$ cat src/rtl/hpm_counter_bank.sv
// Machine-mode counter bank: cycle, instret and NUM_COUNTERS event counters with
// per-counter inhibit, sticky wrap flags and a shadowed lo/hi read path for RV32.
module hpm_counter_bank #(
    parameter  int COUNTER_W    = 33,
    parameter  int NUM_COUNTERS = 4,
    parameter  int NUM_EVENTS   = 8,
    parameter  int COMMIT_PORTS = 2,
    localparam int TOTAL        = NUM_COUNTERS + 2,
    localparam int IDX_W        = $clog2(TOTAL),
    localparam int EV_W         = $clog2(NUM_EVENTS + 1),
    localparam int RET_W        = $clog2(COMMIT_PORTS + 1)
) (
    input  logic                  clk,
    input  logic                  rst_n,
    input  logic [NUM_EVENTS-1:0] event_i,
    input  logic [RET_W-1:0]      retire_cnt,
    input  logic                  wr_en,
    input  logic [1:0]            wr_type,
    input  logic [IDX_W-1:0]      wr_idx,
    input  logic [31:0]           wr_data,
    input  logic                  rd_en,
    input  logic [IDX_W-1:0]      rd_idx,
    input  logic                  rd_hi,
    output logic [31:0]           rd_data,
    output logic                  rd_valid,
    output logic [TOTAL-1:0]      overflow,
    input  logic [TOTAL-1:0]      overflow_clr
);

    localparam int              HI_W    = COUNTER_W - 32;
    localparam logic [IDX_W:0]  TOTAL_X = (IDX_W + 1)'(TOTAL);
    localparam logic [RET_W-1:0] MAX_RET = RET_W'(COMMIT_PORTS);

    logic [COUNTER_W-1:0] cnt_q   [TOTAL];
    logic [COUNTER_W-1:0] cnt_d   [TOTAL];
    logic [EV_W-1:0]      evsel_q [TOTAL];
    logic [EV_W-1:0]      evsel_d [TOTAL];
    logic [COUNTER_W:0]   inc     [TOTAL];
    logic [COUNTER_W:0]   sum     [TOTAL];
    logic [TOTAL-1:0]     cnt_wr;
    logic [TOTAL-1:0]     inhibit_q, inhibit_d;
    logic [TOTAL-1:0]     ovf_q, ovf_d;
    logic [HI_W-1:0]      shadow_q, shadow_d;
    logic [IDX_W-1:0]     tag_q, tag_d;
    logic                 shadow_vld_q, shadow_vld_d;
    logic [31:0]          rd_data_q, rd_data_d;
    logic                 rd_valid_q;
    logic                 wr_ok;

    assign wr_ok = wr_en && ({1'b0, wr_idx} < TOTAL_X);

    // Per-counter increment amount; the extra top bit of sum is the wrap carry.
    always_comb begin
        for (int k = 0; k < TOTAL; k++) begin
            inc[k] = '0;
            if (k == 0) begin
                inc[k] = (COUNTER_W + 1)'(1);
            end else if (k == 1) begin
                inc[k] = (COUNTER_W + 1)'(retire_cnt);
            end else begin
                for (int e = 1; e <= NUM_EVENTS; e++) begin
                    if (evsel_q[k] == EV_W'(e) && event_i[e-1]) begin
                        inc[k] = (COUNTER_W + 1)'(1);
                    end
                end
            end
            sum[k]    = {1'b0, cnt_q[k]} + inc[k];
            cnt_wr[k] = wr_ok && (wr_idx == IDX_W'(k)) && !wr_type[1];
        end
    end

    // A lo/hi write replaces the increment for that counter and never flags a wrap.
    always_comb begin
        ovf_d = ovf_q & ~overflow_clr;
        for (int k = 0; k < TOTAL; k++) begin
            cnt_d[k] = cnt_q[k];
            if (cnt_wr[k]) begin
                if (wr_type[0]) begin
                    cnt_d[k][COUNTER_W-1:32] = wr_data[HI_W-1:0];
                end else begin
                    cnt_d[k][31:0] = wr_data;
                end
            end else if (!inhibit_q[k]) begin
                cnt_d[k] = sum[k][COUNTER_W-1:0];
                if (sum[k][COUNTER_W]) begin
                    ovf_d[k] = 1'b1;
                end
            end
        end
    end

    always_comb begin
        inhibit_d = inhibit_q;
        evsel_d   = evsel_q;
        if (wr_en && wr_type == 2'd3) begin
            inhibit_d = wr_data[TOTAL-1:0];
        end
        for (int k = 2; k < TOTAL; k++) begin
            if (wr_ok && wr_type == 2'd2 && wr_idx == IDX_W'(k)) begin
                evsel_d[k] = wr_data[EV_W-1:0];
            end
        end
    end

    // Reads see pre-write, pre-increment state; a lo read snapshots the upper half.
    always_comb begin
        rd_data_d    = rd_data_q;
        shadow_d     = shadow_q;
        tag_d        = tag_q;
        shadow_vld_d = shadow_vld_q;
        if (rd_en) begin
            rd_data_d = '0;
            for (int k = 0; k < TOTAL; k++) begin
                if (rd_idx == IDX_W'(k)) begin
                    if (!rd_hi) begin
                        rd_data_d    = cnt_q[k][31:0];
                        shadow_d     = cnt_q[k][COUNTER_W-1:32];
                        tag_d        = rd_idx;
                        shadow_vld_d = 1'b1;
                    end else if (shadow_vld_q && tag_q == rd_idx) begin
                        rd_data_d = 32'(shadow_q);
                    end else begin
                        rd_data_d = 32'(cnt_q[k][COUNTER_W-1:32]);
                    end
                end
            end
        end
    end

    always_ff @(posedge clk or negedge rst_n) begin
        if (!rst_n) begin
            for (int k = 0; k < TOTAL; k++) begin
                cnt_q[k]   <= '0;
                evsel_q[k] <= '0;
            end
            inhibit_q    <= '0;
            ovf_q        <= '0;
            shadow_q     <= '0;
            tag_q        <= '0;
            shadow_vld_q <= 1'b0;
            rd_data_q    <= '0;
            rd_valid_q   <= 1'b0;
        end else begin
            for (int k = 0; k < TOTAL; k++) begin
                cnt_q[k]   <= cnt_d[k];
                evsel_q[k] <= evsel_d[k];
            end
            inhibit_q    <= inhibit_d;
            ovf_q        <= ovf_d;
            shadow_q     <= shadow_d;
            tag_q        <= tag_d;
            shadow_vld_q <= shadow_vld_d;
            rd_data_q    <= rd_data_d;
            rd_valid_q   <= rd_en;
        end
    end

    assign rd_data  = rd_data_q;
    assign rd_valid = rd_valid_q;
    assign overflow = ovf_q;

    retire_legal: assert property (@(posedge clk) disable iff (!rst_n) retire_cnt <= MAX_RET);

endmodule

$ cat config.mk
export PLATFORM = sky130hd
export DESIGN_NAME = hpm_counter_bank
export DESIGN_NICKNAME = d
export VERILOG_FILES = /design/src/rtl/hpm_counter_bank.sv
export SDC_FILE = /design/constraint.sdc
export NUM_CORES = 1
export LEC_CHECK = 0
export BUFFER_PORTS_ARGS = -buffer_cell sky130_fd_sc_hd__buf_2
export CAP_MARGIN = 20
export CORE_MARGIN = 10
export CORE_UTILIZATION = 50
export DETAILED_ROUTE_END_ITERATION = 10
export HOLD_SLACK_MARGIN = 0.12
export PLACE_DENSITY = 0.71
export SLEW_MARGIN = 20
export SYNTH_ARGS = -nofsm -noshare
export SYNTH_HDL_FRONTEND = slang
export SYNTH_SLANG_ARGS = --single-unit
$ cat constraint.sdc
create_clock -name clk -period 5.2 [get_ports clk]
set_input_delay 0.78 -clock clk [delete_from_list [all_inputs] [get_ports clk]]
set_output_delay 0.78 -clock clk [all_outputs]
set_load 0.01 [all_outputs]
==> flow_summary.ini <==
[run_status]
outcome = finished with violations
violations = design-rule violations

[floorplan]
die_w_um = 202
rows = 66
io_pins = 100
fp.dieH_um = 202
dieArea_um2 = 40800
start_util = 0.507
core_area_um2 = 32600

[setup_path]
end_kind = register
path_cells = mux2_2 -> nand2_1 -> a21oi_1 -> a31oi_1 -> o21ai_0 -> ha_1 -> and2_0 -> nand3_1 -> nor4_2 -> a211oi_1 -> nor3_1
cp_num_cells = 11
slowest_stage = nor4_2
worstRegToRegCells = 11
cp-start-kind = register
crit_buf_inv = 0
critPathKind = reg -> reg
cp_data_required_time_ps = 5630
cp_slowest_stage_delay_ps = 690
cp.arrival_ps = 3910
crit_family = simple AND/OR/NAND/NOR gates
worstPathMaxFanout = 8

[placement]
post-place-cells = 2348
place_congestion = 1.01
place_hpwl_um = 48400
portBuffers = 99

[final_layout]
n_fill_cell = 2966
drive_above_1_share = 0.146
nets = 2016
fin_cells = 2409
area_growth_syn_to_layout_pct = 12.0

[synth]
synth-seq-cells = 264
synth-edff-count = 0
ys_async_sr_fraction = 1.00
syn-cell-area_um2 = 16500
netlist_instances = 1908
yosysUniqueCellTypes = 93
synth_fp_nets = 1981
ys_seq_area_frac = 0.399
yosys_most_used_dff = dfrtp_1
yosysWarningCount = 0
synth.avg_cell_area_um2 = 8.67

[power_and_ir_drop]
internal_power_w = 0.00478
power.share.switching = 0.380
switchingPower_w = 0.00293
p_leak_nw = 7.45
p_clk_frac = 0.317
ir_worst_vdd_mv = 0.267
totalPowerFinal_w = 0.00771
combPwrFrac = 0.222
powerDensity_nw_per_um2 = 416
seqPwrFrac = 0.460

[timing]
skew_ps = 15.1
fin_crit_sh = 0.669
period_minus_slack_ps = 3480
setup-tns-final_ps = 0
maxSlewHeadroom = 0.246
setup_viol = 0
fmax_ghz = 0.287
hold_viol = 0
rsz0062_at_grt = false
tightestPinTransition_ps = 1130
finalMaxSlewViolations = 0

[clocking]
htree_levels = 2
clk-insertion-delay-late_ps = 520
clockBufferDepth = 3
clk_pin_slew_ps = 60
clkSinkCount = 264
cts_hold_buf = 0
cts_resized = 0
root_buffer = clkbuf_16
cts_setup_buffers = 0
cts_tree = done
cts_inserted_buffers = 35

[grt]
gr-usage-met3 = 0.117
grt-busiest-layer = met2
gr-usage-met2 = 0.443
track_usage = 0.328
grt_max_degree = 117
grt_pass1_wl_um = 103000
use_met1 = 0.443
grt-ovfl-total = 0
grt_pass1_vias = 15900
antenna_found_initial = 2

[drt]
viasPerCell = 7.28
drcViolationCount = 2
drtIter0Drc = 2860
drt_pre_antenna_iters = 11
ant_nets = 0
routed-via-count = 17500
wl_um = 69300
wl_per_cell_um = 28.8

[hold_path]
hold_class = in -> async

[flow_run]
max_cap_viol_count = 0
-- worst reg2reg max path, delay by kind of cell (launching register included) --
family / cells / cell delay [ps]
fa+ha+maj: 1 / 290
flops: 1 / 430
compound gates: 4 / 840
simple gates: 5 / 1600
mux: 1 / 250
-- registers in the layout, indices dropped and copies added (netlist names), named ones only --
register      count
inhibit_q         6
shadow_vld_q      1
tag_q             2
rd_data          32
shadow_q          1
evsel_q          16
cnt_q           198
rd_valid          1
overflow          6
-- cell usage after synthesis, drive strengths merged (29+ instances only) --
cell,instances,area [um2]
nor4,29,254
dfrtp,264,6610
o21ai,88,459
and4,32,280
and3,46,288
nand4,53,347
mux2,31,349
nand3,92,488
a21oi,135,683
a222oi,62,621
inv,41,154
o22ai,35,219
a211oi,44,330
nand2,158,593
clkbuf,88,333
nor2,221,832
buf,46,231
nor3,74,407
a31oi,62,388
-- metal layers --
layer	vias up	part of all wire
li1	7518	-
met1	8384	0.38
met2	1367	0.39
met3	267	0.16
met4	4	0.068
met5	-	0.00033
-- power by group through the flow --
stage / sequential [W] / combinational, W / clock (W)
2_1_floorplan: 0.00305 / 0.00128 / 0
3_3_place_gp: 0.00349 / 0.00162 / 0
3_5_place_dp: 0.00350 / 0.00167 / 0
4_1_cts: 0.00347 / 0.00168 / 0.00247
5_1_grt: 0.00359 / 0.00189 / 0.00255
6_report: 0.00355 / 0.00171 / 0.00245
-- placed cells by master, fill, tap and decap left out, types with 11 or more instances in the layout --
cell type and count:
dfrtp_1 264, a211oi_1 44, mux2_2 31, or3_1 12, mux2i_1 11, a311oi_1 23, o21ai_0 83, ha_1 11
o31ai_1 12, a21o_1 13, and4_1 32, a31oi_1 62, nand3_1 88, nand3b_1 12, nand2_1 158, nor3_1 66
nor4_1 21, and3_1 46, a222oi_1 62, nand2b_1 11, nand4_1 52, o22ai_1 35, buf_4 32, inv_1 40
buf_2 98, a21oi_1 132, clkbuf_16 37, and2_1 14, o211ai_1 14, nor2_1 220
-- cells by family (layout without fill, tap and decap cells) --
kind of cell             count (synthesis)  in the layout  share of synthesized area
AND/OR/NAND/NOR                        793            793                      0.251
AO/OA/AOI/OAI                          614            614                      0.262
flip-flops                             264            264                      0.399
buffers and inverters                  175            233                     0.0434
multiplexers                            46             46                     0.0332
adder cells (fa/ha/maj)                 12             12                    0.00953
XOR/XNOR                                 4              4                    0.00212
other                                    0              1                          0
-- final cells by class --
type	count	area, um2	area share
flip-flops and latches	264	6610	0.357
multi-input cells	1469	9280	0.501
repair buffers	132	766	0.0413
inverters	41	154	0.00831
diodes	1	2.50	0.000135
clock buffers	50	1050	0.0569
well taps	442	553	0.0299
clock inverters	10	106	0.00574
-- worst paths after layout --
| check | slack, ps | startpoint | end |
|---|---|---|---|
| max | 1720 | evsel_q[10] | cnt_q[97] |
| min | 310 | rst_n | cnt_q[10] |
| max reg2reg | 1720 | evsel_q[10] | cnt_q[97] |
| min reg2reg | 460 | shadow_vld_q | shadow_vld_q |
| max in group asynchronous | 3680 | rst_n | rd_data[21] |
| min in group clk | 450 | overflow_clr[5] | overflow[5] |
-- through the flow --
step	util	setup WS (ps)	hold slack (ps)	area, um2
6_report	0.568	1720	314	18500
5_1_grt	0.568	1450	410	18500
4_1_cts	0.568	1800	386	18500
3_5_place_dp	0.532	1370	459	17400
3_3_place_gp	0.532	1470	454	17400
2_1_floorplan	-	2350	431	16500
(Power assumes the default switching activity.)
